`src/rtl/motor_pkg.sv`:
```
`default_nettype none
// ============================================================================
// motor_pkg : shared types and constants for the H-bridge motor controller
// Revision  : 1.0
// ============================================================================
package motor_pkg;

    localparam int ST_W  = 2;
    localparam int SEG_W = 8;

    typedef enum logic [ST_W-1:0] {
        ST_IDLE    = 2'b00,
        ST_RUN     = 2'b01,
        ST_RAMP_DN = 2'b10,
        ST_DEAD    = 2'b11
    } state_t;

    // 7-seg patterns {dp,g,f,e,d,c,b,a}, active low
    localparam logic [SEG_W-1:0] SEG_F    = 8'h8E;
    localparam logic [SEG_W-1:0] SEG_B    = 8'h83;
    localparam logic [SEG_W-1:0] SEG_DASH = 8'hBF;

    function automatic logic [SEG_W-1:0] seg_code(input state_t s, input logic d);
        if (s == ST_IDLE || s == ST_DEAD) return SEG_DASH;
        return d ? SEG_B : SEG_F;
    endfunction

endpackage
`default_nettype wire

```
`src/rtl/pwm_gen.sv`:
```
`default_nettype none
// ============================================================================
// pwm_gen : prescaled free-running PWM counter with duty compare
// Revision : 1.0
// ============================================================================
module pwm_gen #(
    parameter int PWM_W   = 8,
    parameter int PWM_DIV = 4
) (
    input  logic             clk,
    input  logic             rst,
    input  logic [PWM_W-1:0] duty,
    output logic             pwm
);

    localparam int PRE_W = (PWM_DIV > 1) ? $clog2(PWM_DIV) : 1;
    // Counter stops at FS-1 so duty=FS gives a constant high output
    localparam logic [PWM_W-1:0] CNT_LAST = PWM_W'((2**PWM_W) - 2);

    logic [PRE_W-1:0] r_pre;
    logic [PWM_W-1:0] r_cnt;
    logic             w_tick;

    assign w_tick = (r_pre == PRE_W'(PWM_DIV - 1));

    always_ff @(posedge clk) begin
        if (rst) begin
            r_pre <= '0;
            r_cnt <= '0;
        end else begin
            r_pre <= w_tick ? '0 : r_pre + PRE_W'(1);
            if (w_tick) begin
                r_cnt <= (r_cnt == CNT_LAST) ? '0 : r_cnt + PWM_W'(1);
            end
        end
    end

    assign pwm = (r_cnt < duty);

endmodule
`default_nettype wire

```
`src/rtl/motor_drive_ctrl.sv`:
```
`default_nettype none
// ============================================================================
// motor_drive_ctrl : switch-commanded ramped-PWM H-bridge controller with safe reversal
// Revision         : 1.0
// ============================================================================
module motor_drive_ctrl
    import motor_pkg::*;
#(
    parameter int              N_CH     = 2,
    parameter int              PWM_W    = 8,
    parameter int              LVL_W    = 3,
    parameter int              STEP     = 40,
    parameter int              PWM_DIV  = 4,
    parameter int              RAMP_DIV = 2000,
    parameter int              DEAD_CYC = 1000,
    parameter logic [N_CH-1:0] INV_MASK = '0
) (
    input  logic             clk,
    input  logic             rst,
    input  logic [LVL_W+1:0] sw,
    output logic [N_CH-1:0]  en,
    output logic [N_CH-1:0]  in_a,
    output logic [N_CH-1:0]  in_b,
    output logic [SEG_W-1:0] seg,
    output logic [PWM_W-1:0] duty,
    output logic             dir,
    output logic [ST_W-1:0]  state
);

    localparam int FS     = (2**PWM_W) - 1;
    localparam int PW     = PWM_W + LVL_W;
    localparam int RAMP_W = (RAMP_DIV > 1) ? $clog2(RAMP_DIV) : 1;
    localparam int DEAD_W = $clog2(DEAD_CYC + 1);

    logic [LVL_W+1:0]  r_sw_meta;
    logic [LVL_W+1:0]  r_sw_sync;
    logic              w_sw_en;
    logic              w_sw_rev;
    logic [PW-1:0]     w_prod;
    logic [PWM_W-1:0]  w_tgt;

    state_t            r_state;
    state_t            w_state_nxt;
    logic              r_dir;
    logic              w_dir_nxt;
    logic [DEAD_W-1:0] r_dead;
    logic [DEAD_W-1:0] w_dead_nxt;
    logic [PWM_W-1:0]  r_duty;
    logic [PWM_W-1:0]  w_goal;
    logic [RAMP_W-1:0] r_ramp;
    logic              w_ramp_tick;
    logic              w_active;
    logic              w_pwm;

    always_ff @(posedge clk) begin
        if (rst) begin
            r_sw_meta <= '0;
            r_sw_sync <= '0;
        end else begin
            r_sw_meta <= sw;
            r_sw_sync <= r_sw_meta;
        end
    end

    assign w_sw_en  = r_sw_sync[0];
    assign w_sw_rev = r_sw_sync[1];
    assign w_prod   = PW'(r_sw_sync[LVL_W+1:2]) * PW'(STEP);
    assign w_tgt    = !w_sw_en         ? '0 :
                      (w_prod > PW'(FS)) ? PWM_W'(FS) : w_prod[PWM_W-1:0];

    always_ff @(posedge clk) begin
        if (rst) begin
            r_state <= ST_IDLE;
            r_dir   <= 1'b0;
            r_dead  <= '0;
        end else begin
            r_state <= w_state_nxt;
            r_dir   <= w_dir_nxt;
            r_dead  <= w_dead_nxt;
        end
    end

    always_comb begin
        w_state_nxt = r_state;
        w_dir_nxt   = r_dir;
        w_dead_nxt  = r_dead;
        w_goal      = '0;
        case (r_state)
            ST_IDLE: begin
                if (w_sw_en && (w_tgt != '0)) begin
                    w_dir_nxt   = w_sw_rev;
                    w_state_nxt = ST_RUN;
                end
            end
            ST_RUN: begin
                w_goal = w_tgt;
                // Reversal takes priority over any simultaneous level change
                if (w_sw_rev != r_dir) begin
                    w_state_nxt = ST_RAMP_DN;
                end else if ((r_duty == '0) && (w_tgt == '0)) begin
                    w_state_nxt = ST_IDLE;
                end
            end
            ST_RAMP_DN: begin
                if (r_duty == '0) begin
                    w_dead_nxt  = DEAD_W'(DEAD_CYC - 1);
                    w_state_nxt = ST_DEAD;
                end
            end
            ST_DEAD: begin
                if (r_dead == '0) begin
                    w_dir_nxt   = w_sw_rev;
                    w_state_nxt = (w_tgt != '0) ? ST_RUN : ST_IDLE;
                end else begin
                    w_dead_nxt = r_dead - DEAD_W'(1);
                end
            end
            default: w_state_nxt = ST_IDLE;
        endcase
    end

    assign w_ramp_tick = (r_ramp == RAMP_W'(RAMP_DIV - 1));

    always_ff @(posedge clk) begin
        if (rst) begin
            r_ramp <= '0;
            r_duty <= '0;
        end else begin
            r_ramp <= w_ramp_tick ? '0 : r_ramp + RAMP_W'(1);
            if (r_state == ST_IDLE) begin
                r_duty <= '0;
            end else if (w_ramp_tick) begin
                if (r_duty < w_goal) begin
                    r_duty <= r_duty + PWM_W'(1);
                end else if (r_duty > w_goal) begin
                    r_duty <= r_duty - PWM_W'(1);
                end
            end
        end
    end

    pwm_gen #(
        .PWM_W   (PWM_W),
        .PWM_DIV (PWM_DIV)
    ) u_pwm_gen (
        .clk  (clk),
        .rst  (rst),
        .duty (r_duty),
        .pwm  (w_pwm)
    );

    assign w_active = (r_state == ST_RUN) || (r_state == ST_RAMP_DN);

    for (genvar i = 0; i < N_CH; i++) begin : g_ch
        assign en[i]   = w_active & w_pwm;
        assign in_a[i] = w_active & (~r_dir ^ INV_MASK[i]);
        assign in_b[i] = w_active & ( r_dir ^ INV_MASK[i]);
    end

    assign seg   = seg_code(r_state, r_dir);
    assign duty  = r_duty;
    assign dir   = r_dir;
    assign state = r_state;

endmodule
`default_nettype wire
```
`config.mk`:
```
export PLATFORM = sky130hd
export DESIGN_NAME = motor_drive_ctrl
export DESIGN_NICKNAME = d
export VERILOG_FILES = /design/src/rtl/motor_pkg.sv /design/src/rtl/pwm_gen.sv /design/src/rtl/motor_drive_ctrl.sv
export SDC_FILE = /design/constraint.sdc
export NUM_CORES = 1
export LEC_CHECK = 0
export ABC_AREA = 1
export ABC_CLOCK_PERIOD_IN_PS = 3000
export BUFFER_PORTS_ARGS = -buffer_cell sky130_fd_sc_hd__buf_2
export CORE_MARGIN = 3
export CORE_UTILIZATION = 53
export DETAILED_ROUTE_END_ITERATION = 8
export PLACE_DENSITY = 0.78
export SYNTH_ARGS = -nofsm -noshare
export SYNTH_HDL_FRONTEND = slang
export SYNTH_SLANG_ARGS = --single-unit
export TNS_END_PERCENT = 5
```
`constraint.sdc`:
```
create_clock -name clk -period 3 [get_ports clk]
set_input_delay 0.75 -clock clk [delete_from_list [all_inputs] [get_ports clk]]
set_output_delay 0.75 -clock clk [all_outputs]
set_load 0.02 [all_outputs]
```
==> results_dict.tcl, run 1 <==
set metrics [dict create \
    fmax_mhz 350 \
    min_period_ps 2860 \
    fp-row-count 27 \
    cp-startpoint "r_sw_sync[2]$_SDFF_PP0_" \
    h-tree-depth 2 \
    path_clk_slew_ps 100 \
    final_cell_mix "nand2_1, inv_1, nor2_1" \
    vias 2877 \
    crit_arrival_ps 3070 \
    end_kind "flip-flop" \
    setup_tns_ps 0 \
    r2r_setup_slack_ps 140 \
    synth_ff_type "dfxtp_1" \
    ios 32 \
    seq_area_mm2 0.00104 \
    hold_path_class "flip-flop to flip-flop" \
    setup_viol 0 \
    final_max_slew_viol_count 0 \
    tightest_slew_ps 549 \
    worstSkewPairLatency_ps 310 \
    yosysWarningCount 0 \
    ys_types 33 \
    cts.path.max_buffers 2 \
    setup_slack_ps 143 \
    ant_nets 0 \
    ys_seq_area_frac 0.331 \
    dpl_cell_area_mm2 0.00334 \
    cap_violations 0 \
    r2r_start "r_sw_sync[2]$_SDFF_PP0_" \
    leakagePower_nw 1.68 \
    ys_seq_elements 52 \
    gr-total-overflow 0 \
    die_x_um 83.0 \
    internal-power_mw 1.16 \
    drt-initial-drc-count 125 \
    first_pass_iters 4 \
    async_flop_share 0 \
    cp-endpoint "duty[7]$_SDFFE_PP0P_" \
    routed_wl_mm 7.00 \
    cts_hold_buf 0 \
    drive_above_1_share 0.184 \
    synth_area_mm2 0.00315 \
    slew_headroom 0.633 \
    die_y_um 83.0 \
    cp.required_ps 3220 \
    syn_to_final_growth_pct 15.4 \
    cts_tree "yes" \
    dp_hpwl_mm 4.97 \
    rr_worst_depth 20 \
    switchingPower_mw 0.684 \
    finClkSkew_ps 6.71 \
    pwr_density_cell_mw_per_mm2 507 \
    synth_cells 442 \
    track_usage 0.201 \
    cpMostUsedCell "nand2_1" \
    grt_pass1_vias 2673 \
    initial_utilization 0.558 \
    port_buffers 28 \
    pwr-share-seq 0.425 \
    core_mm2 0.00564 \
    multi_input_area_mm2 0.00193 \
    routedWlPerCell_um 12.7 \
    switching_share 0.372 \
    routabilityCongestion 0.864 \
    syn_avg_cell_area_um2 7.12 \
    rr_endpoint "duty[7]$_SDFFE_PP0P_" \
    antenna_found_initial 0 \
    synth_edf_count 0 \
    routed_via_density 5.24 \
    start_kind "flip-flop" \
    grt_pass1_wl_mm 11.8 \
    power_mw 1.84 \
    grt_max_degree 24 \
    slowest_delay_ps 360 \
    comb_power_share 0.342 \
    die_area_mm2 0.00690 \
    path_max_fanout 7 \
    final-hold-violation-count 0 \
    peakVddDrop_mv 0.346 \
    slowest_stage "dfxtp_2" \
    status "completed" \
    path_class "flip-flop to flip-flop" \
    cts_buffers 5 \
    place_ws_ps -63.7 \
    power_frac_clock 0.233 \
    cts-root-buf "clkbuf_8" \
    design_area_mm2 0.00363 \
    numClockSinks 52 \
    final_net_count 516 \
    nFillCells 515 \
    cp_cell_sequence "ha_4, ha_4, nand2_2, inv_2, o21ai_2, ha_1, nand2_2, a21oi_2, nor2_2, nand2_4, ha_4, nand2_1, nand2_1, nand3_1, nand3_2, inv_1, nand2_1, nand4_1, nand2_1, nor2_1" \
    finalCritPeriodShare 0.952 \
    antenna_cells 0 \
    layout_commonest_cell "nand2_1" \
    drcViolationCount 0 \
]
==> critical path, delay by kind of cell (launching register included) <==
family / cells / cell delay (ps)
and+or+nand+nor: 12 / 1170
buffers and inverters: 2 / 110
AOI/OAI and AO/OA: 2 / 190
DFF: 1 / 360
adders and majority gates: 4 / 910
==> state kept, by name (all words and copies together) (netlist names), named ones only <==
signal	flops
u_pwm_gen.r_pre	2
r_sw_sync	5
r_dead	10
duty	8
state	1
u_pwm_gen.r_cnt	8
r_sw_meta	5
r_ramp	11
dir	1
==> Yosys cell counts, types with 2 or more instances <==
cell      count  area [um^2]
clkbuf_1      2         7.51
a21oi_2       4         35.0
inv_1        67          251
nand2_1      79          297
dfxtp_1      52         1040
ha_1         32          400
nand2_2       2         12.5
a31oi_1       2         12.5
conb_1        2         7.51
a21oi_1      33          165
xor2_1       12          105
buf_4         8         60.1
nor2_1       61          229
xnor2_1       5         43.8
a21o_1        2         15.0
o211ai_1      3         22.5
nand3_1      21          105
nor3_1        7         35.0
or2_2         2         12.5
o21ai_0      25          125
nand4_1       9         56.3
==> how the worst min path moves through the flow <==
stage,from,endpoint,slack [ps],cells past startpoint
5_1_grt,r_sw_meta[1]$_SDFF_PP0_,r_sw_sync[1]$_SDFF_PP0_,450,2
6_report,r_sw_meta[1]$_SDFF_PP0_,r_sw_sync[1]$_SDFF_PP0_,420,2
3_5_place_dp,r_sw_meta[1]$_SDFF_PP0_,r_sw_sync[1]$_SDFF_PP0_,400,2
4_1_cts,r_sw_meta[1]$_SDFF_PP0_,r_sw_sync[1]$_SDFF_PP0_,420,2
3_3_place_gp,r_sw_meta[1]$_SDFF_PP0_,r_sw_sync[1]$_SDFF_PP0_,400,2
2_1_floorplan,r_sw_meta[0]$_SDFF_PP0_,r_sw_sync[0]$_SDFF_PP0_,390,2
==> area by class of cell <==
type | instances | share of cell area
multi-input combinational | 312 | 0.532
sequential | 52 | 0.288
inverter | 68 | 0.0710
timing repair buffer | 37 | 0.0572
tap | 72 | 0.0248
clock buffer | 6 | 0.0227
clock inverter | 2 | 0.00414
==> routing by layer <==
metal  routed length [um]  vias up  global-route usage
li1                     -     1486                   -
met1                 3390     1304               0.273
met2                 3160       74               0.316
met3                  301       13              0.0357
met4                  146        0              0.0788
met5                    0        -                   0
==> power by group through the flow <==
stage	Clock (mW)	Combinational [mW]	Sequential, mW
6_report	0.429	0.630	0.782
5_1_grt	0.470	0.708	0.790
4_1_cts	0.443	0.609	0.779
3_5_place_dp	0	0.607	0.794
3_3_place_gp	0	0.600	0.793
2_1_floorplan	0	0.464	0.810
==> kinds of logic after synthesis <==
kind of cell             count (synthesis)  share of synthesized area
XOR/XNOR                                17                     0.0473
adder cells (fa/ha/maj)                 33                      0.134
flip-flops                              52                      0.331
buffers and inverters                   79                      0.106
AND/OR/NAND/NOR                        184                      0.245
other                                    2                    0.00239
AO/OA/AOI/OAI                           75                      0.134
==> timing repair <==
action | CTS | global route
endpoints found under the setup margin | 2 | 5
pin swaps | 0 | 13
hold endpoints to repair | 0 | 0
gates resized for setup | 1 | 41
buffers inserted | 0 | 4
==> stage by stage <==
stage,hold WS (ps),util,std cells
floorplan,388,-,443
global placement,404,0.592,537
detailed placement,403,0.592,537
CTS,417,0.609,545
global route,445,0.644,549
finish,417,0.644,549
No activity file was read; power rests on OpenSTA's default activity.
==> inputs of run 2 (changes only) <==
--- a/config.mk
+++ b/config.mk
@@ -9,9 +9,9 @@
 export ABC_CLOCK_PERIOD_IN_PS = 3000
 export BUFFER_PORTS_ARGS = -buffer_cell sky130_fd_sc_hd__buf_2
 export CORE_MARGIN = 3
-export CORE_UTILIZATION = 53
+export CORE_UTILIZATION = 47
 export DETAILED_ROUTE_END_ITERATION = 8
-export PLACE_DENSITY = 0.78
+export PLACE_DENSITY = 0.75
 export SYNTH_ARGS = -nofsm -noshare
 export SYNTH_HDL_FRONTEND = slang
 export SYNTH_SLANG_ARGS = --single-unit
==> results_dict.tcl, run 2 (synthesis results as in run 1) <==
set metrics [dict create \
    status "completed" \
    initial_utilization 0.490 \
    path_class "flip-flop to flip-flop" \
    cap_violations 0 \
    die_x_um 87.8 \
    numClockSinks 52 \
    routed_via_density 5.10 \
    first_pass_iters 4 \
    fin_util 0.557 \
    tightest_slew_ps 513 \
    crit_arrival_ps 3080 \
    syn_to_final_growth_pct 13.7 \
    cts-root-buf "clkbuf_8" \
    core_mm2 0.00642 \
    final_net_count 514 \
    power_mw 1.84 \
    grt_max_degree 25 \
    grt_pass1_wl_mm 11.0 \
    fp-row-count 29 \
    grt.busiest_layer "met2" \
    peakVddDrop_mv 0.311 \
    gr-total-overflow 0 \
    largest_reg_flops 11 \
    dp_hpwl_mm 4.85 \
    final-hold-violation-count 0 \
    use_met1 0.225 \
    die_y_um 87.8 \
    routedWlPerCell_um 12.1 \
    hold_path_class "flip-flop to flip-flop" \
    finClkSkew_ps 8.44 \
    start_kind "flip-flop" \
    layout_commonest_cell "nand2_1" \
    largest_registers "r_ramp x11, r_dead x10" \
    cts.path.max_buffers 2 \
    cts_buffers 5 \
    antenna_cells 0 \
    gr-usage-met2 0.304 \
    fmax_mhz 353 \
    grt_pass1_vias 2528 \
    drcViolationCount 0 \
    die_area_mm2 0.00771 \
    top_register "r_ramp" \
    vias 2816 \
    min_period_ps 2830 \
    finalCritPeriodShare 0.944 \
    port_buffers 28 \
    slew_headroom 0.657 \
    routabilityCongestion 0.853 \
    setup_viol 0 \
    path_max_fanout 5 \
    met3_usage 0.0320 \
    final_cell_mix "nand2_1, inv_1, nor2_1" \
    final_max_slew_viol_count 0 \
    track_usage 0.174 \
    ant_nets 0 \
    worstSkewPairLatency_ps 310 \
    ios 32 \
    cts_tree "yes" \
    end_kind "flip-flop" \
    routed_wl_mm 6.68 \
    drive_above_1_share 0.160 \
    cts_hold_buf 0 \
    pwr_density_cell_mw_per_mm2 515 \
    cp.required_ps 3250 \
    leakagePower_nw 1.66 \
    antenna_found_initial 0 \
    drt-initial-drc-count 138 \
    path_clk_slew_ps 100 \
    h-tree-depth 2 \
]
## run 2: path summary, 6_finish.rpt
check,startpoint,endpoint,slack (ps),cells past startpoint
max,r_sw_sync[2]$_SDFF_PP0_,duty[7]$_SDFFE_PP0P_,170,21
min reg2reg,r_sw_meta[3]$_SDFF_PP0_,r_sw_sync[3]$_SDFF_PP0_,400,2
max reg2reg,r_sw_sync[2]$_SDFF_PP0_,duty[7]$_SDFFE_PP0P_,170,21
min,r_sw_meta[3]$_SDFF_PP0_,r_sw_sync[3]$_SDFF_PP0_,400,2
## run 2: layout make-up
class / count / area (um^2)
inverter: 68 / 255
clock buffer: 6 / 82.6
timing repair buffer: 34 / 185
sequential: 52 / 1040
multi-input combinational: 313 / 1900
clock inverter: 2 / 15.0
fill: 602 / 2850
tap: 77 / 96.3
## run 2: power by group
group / switching (mW) / total (mW) / internal (mW)
clock network: 0.246 / 0.433 / 0.187
registers: 0.0421 / 0.779 / 0.737
logic: 0.393 / 0.629 / 0.235
## run 2: repair_timing
item,in CTS,in global routing
pin swaps,0,3
endpoints found under the setup margin,4,5
resized for setup,1,30
gates cloned,0,1
setup buffers,0,1
## run 2: metrics by stage
step	setup slack [ps]	TNS (ps)	hold WS, ps	area, um^2	std cells
4_1_cts	0.0264	0	415	3440	550
2_1_floorplan	93.6	0	388	3150	443
6_report	168	0	403	3580	552
5_1_grt	-49.9	-49.9	431	3580	552
3_3_place_gp	59.9	0	396	3340	542
3_5_place_dp	-74.2	-108	401	3340	542
## run 2: layer usage
layer	vias to the layer above	wire, um
met1	1284	3130
met3	9	192
li1	1482	-
met4	0	87
met5	-	0
met2	41	3270
## run 2: critical path: stages, from the launching register on
cell and delay, ps:
dfxtp_2 340, ha_2 190, ha_4 170, nand2_2 80, inv_2 60, o21ai_1 120
ha_1 240, nand2_1 100, a21oi_1 60, nor2_2 210, nand2_4 140, ha_4 310
nand3_1 100, nand2_2 120, nand2_1 50, nand3_1 90, inv_1 50, nand2_1 80
inv_1 50, nor2_1 100, nor2_1 50, nor2_1 100
==> inputs of run 3 (changes only) <==
--- a/config.mk
+++ b/config.mk
@@ -5,13 +5,12 @@
 export SDC_FILE = /design/constraint.sdc
 export NUM_CORES = 1
 export LEC_CHECK = 0
-export ABC_AREA = 1
 export ABC_CLOCK_PERIOD_IN_PS = 3000
 export BUFFER_PORTS_ARGS = -buffer_cell sky130_fd_sc_hd__buf_2
 export CORE_MARGIN = 3
 export CORE_UTILIZATION = 47
 export DETAILED_ROUTE_END_ITERATION = 8
-export PLACE_DENSITY = 0.75
+export PLACE_DENSITY = 0.76
 export SYNTH_ARGS = -nofsm -noshare
 export SYNTH_HDL_FRONTEND = slang
 export SYNTH_SLANG_ARGS = --single-unit
==> results_dict.tcl, run 3 <==
set metrics [dict create \
    switching_share 0.259 \
    initial_utilization 0.498 \
    fmax_mhz 298 \
    drive_above_1_share 0.294 \
    setup_viol 5 \
    first_pass_iters 4 \
    largest_reg_flops 11 \
    grt_max_degree 20 \
    core_mm2 0.00610 \
    ys_types 61 \
    path_clk_slew_ps 100 \
    syn_to_final_growth_pct 23.5 \
    synth_top_area_share 0.343 \
    place_inst 457 \
    rr_worst_depth 17 \
    peakVddDrop_mv 0.284 \
    ios 32 \
    dp_hpwl_mm 5.04 \
    holdPathStages 1 \
    ys_seq_elements 52 \
    routed_wl_mm 6.54 \
    layout_commonest_cell "dfxtp_1" \
    min-delay-start "u_pwm_gen.r_pre[0]$_SDFF_PP0_" \
    fin_cells 473 \
    gr-total-overflow 0 \
    antenna_found_initial 0 \
    ant_nets 0 \
    yosysWarningCount 0 \
    async_flop_share 0 \
    path_max_fanout 6 \
    synth_edf_count 0 \
    largest_registers "r_ramp x11, r_dead x10" \
    pwr-share-seq 0.536 \
    violations "negative setup slack" \
    cts_buffers 5 \
    synth_area_leaders "dfxtp_1, ha_1, xnor2_1" \
    power_mw 1.35 \
    worstSkewPairLatency_ps 300 \
    path_class "flip-flop to flip-flop" \
    cts-root-buf "clkbuf_8" \
    crit_arrival_ps 3590 \
    start_kind "flip-flop" \
    internal-power_mw 1.00 \
    synth_common_cells "dfxtp_1, nor2_1, ha_1, inv_1, xnor2_1" \
    power_frac_clock 0.338 \
    setup_slack_ps -357 \
    switchingPower_mw 0.351 \
    h-tree-depth 2 \
    die_x_um 86.3 \
    final_max_slew_viol_count 0 \
    track_usage 0.183 \
    fp-row-count 28 \
    cp.required_ps 3230 \
    grt_pass1_vias 2526 \
    drt-initial-drc-count 93 \
    comb_power_share 0.127 \
    vias 2534 \
    drcViolationCount 0 \
    leakagePower_nw 1.57 \
    antenna_cells 0 \
    pwr_density_cell_mw_per_mm2 361 \
    routed_via_density 5.36 \
    status "finished with violations" \
    top_register "r_ramp" \
    routabilityCongestion 0.804 \
    end_kind "flip-flop" \
    synth_cells 342 \
    r2r_start "r_sw_sync[4]$_SDFF_PP0_" \
    syn_avg_cell_area_um2 8.87 \
    finalCritPeriodShare 1.12 \
    rsz0062_at_grt "yes" \
    hold_path_class "flip-flop to flip-flop" \
    synth_top_area_cell "dfxtp_1" \
    port_buffers 28 \
    cts_tree "yes" \
    synth_ff_type "dfxtp_1" \
    routedWlPerCell_um 13.8 \
    cp-startpoint "r_sw_sync[4]$_SDFF_PP0_" \
    die_area_mm2 0.00746 \
    finClkSkew_ps 6.51 \
    place_ws_ps -413 \
    synth.most_common_cell "dfxtp_1" \
    synth_area_mm2 0.00303 \
    final-hold-violation-count 0 \
    final_cell_mix "dfxtp_1, nor2_1, buf_4" \
    final_net_count 437 \
    cts.path.max_buffers 2 \
    grt_pass1_wl_mm 11.2 \
    die_y_um 86.3 \
    numClockSinks 52 \
    ys_seq_area_frac 0.343 \
    min_period_ps 3360 \
    cap_violations 0 \
]
==> run 3: cell count changes in the layout (fill, tap and decap cells not counted), moves of 15 or more <==
cell / change
a21oi_1: -18
buf_4: +27
inv_1: -43
nand2_1: -62
nand3_1: -16
nor2_1: -20
xnor2_1: +15
==> run 3: timing repair <==
item                                   in CTS  in global routing
pin swaps                                  12                  6
hold buffers                                0                  0
setup buffers                               6                  2
gates resized for setup                     8                  8
setup endpoints to repair                   5                  7
endpoints found under the hold margin       0                  0
==> run 3: power by group through the flow <==
| stage | clock network (mW) | logic [mW] | registers (mW) |
|---|---|---|---|
| final | 0.456 | 0.171 | 0.724 |
| after floorplan | 0 | 0.118 | 0.743 |
| after global routing | 0.501 | 0.189 | 0.727 |
| after CTS | 0.466 | 0.170 | 0.725 |
| after global placement | 0 | 0.163 | 0.739 |
| after detailed placement | 0 | 0.168 | 0.741 |
==> run 3: cells by family after synthesis <==
group / synth area share
buf+inv: 0.0557
compound gates: 0.135
simple gates: 0.227
fa+ha+maj: 0.139
xor+xnor: 0.0751
other cells: 0.00248
mux: 0.0235
flops: 0.343
==> run 3: area by class of cell <==
| class | count | area (um^2) |
|---|---|---|
| clock buffers | 7 | 97.6 |
| clock inverters | 1 | 8.76 |
| fillers | 528 | 2350 |
| inverters | 22 | 82.6 |
| multi-input cells | 254 | 2010 |
| flip-flops and latches | 52 | 1050 |
| well taps | 75 | 93.8 |
| repair buffers | 62 | 399 |
==> run 3: worst max-delay path, stage by stage (launching register included) <==
cell      delay, ps
dfxtp_2         350
ha_4            160
ha_4            150
and2_4          150
nand2_4          70
ha_4            200
nor2b_1         120
o211ai_1        250
a21oi_2         100
or2_4           320
buf_6           150
ha_4            260
nor3_1           50
nor2_1          160
o41ai_2         100
or3_1           330
a21oi_2         160
mux2i_1         210
==> run 3: worst paths after layout <==
| path | to | slack (ps) |
|---|---|---|
| worst min register to register | u_pwm_gen.r_pre[0]$_SDFF_PP0_ | 430 |
| worst max register to register | duty[7]$_SDFFE_PP0P_ | -360 |
| worst min-delay path | u_pwm_gen.r_pre[0]$_SDFF_PP0_ | 430 |
| worst max-delay path | duty[7]$_SDFFE_PP0P_ | -360 |
==> run 3: routing by layer <==
layer | global-route usage | share of wire | vias to the layer above
li1 | - | - | 1290
met1 | 0.228 | 0.46 | 1174
met2 | 0.305 | 0.47 | 55
met3 | 0.0428 | 0.048 | 15
met4 | 0.0694 | 0.022 | 0
met5 | 0 | 0 | -
==> run 3: per-stage QoR <==
| step | area [um^2] | utilization | TNS, ps | hold WS (ps) |
|---|---|---|---|---|
| floorplan | 3180 | - | -391 | 404 |
| global placement | 3520 | 0.577 | -520 | 414 |
| detailed placement | 3520 | 0.577 | -840 | 420 |
| CTS | 3680 | 0.604 | -847 | 435 |
| global route | 3750 | 0.615 | -1990 | 462 |
| finish | 3750 | 0.615 | -912 | 430 |
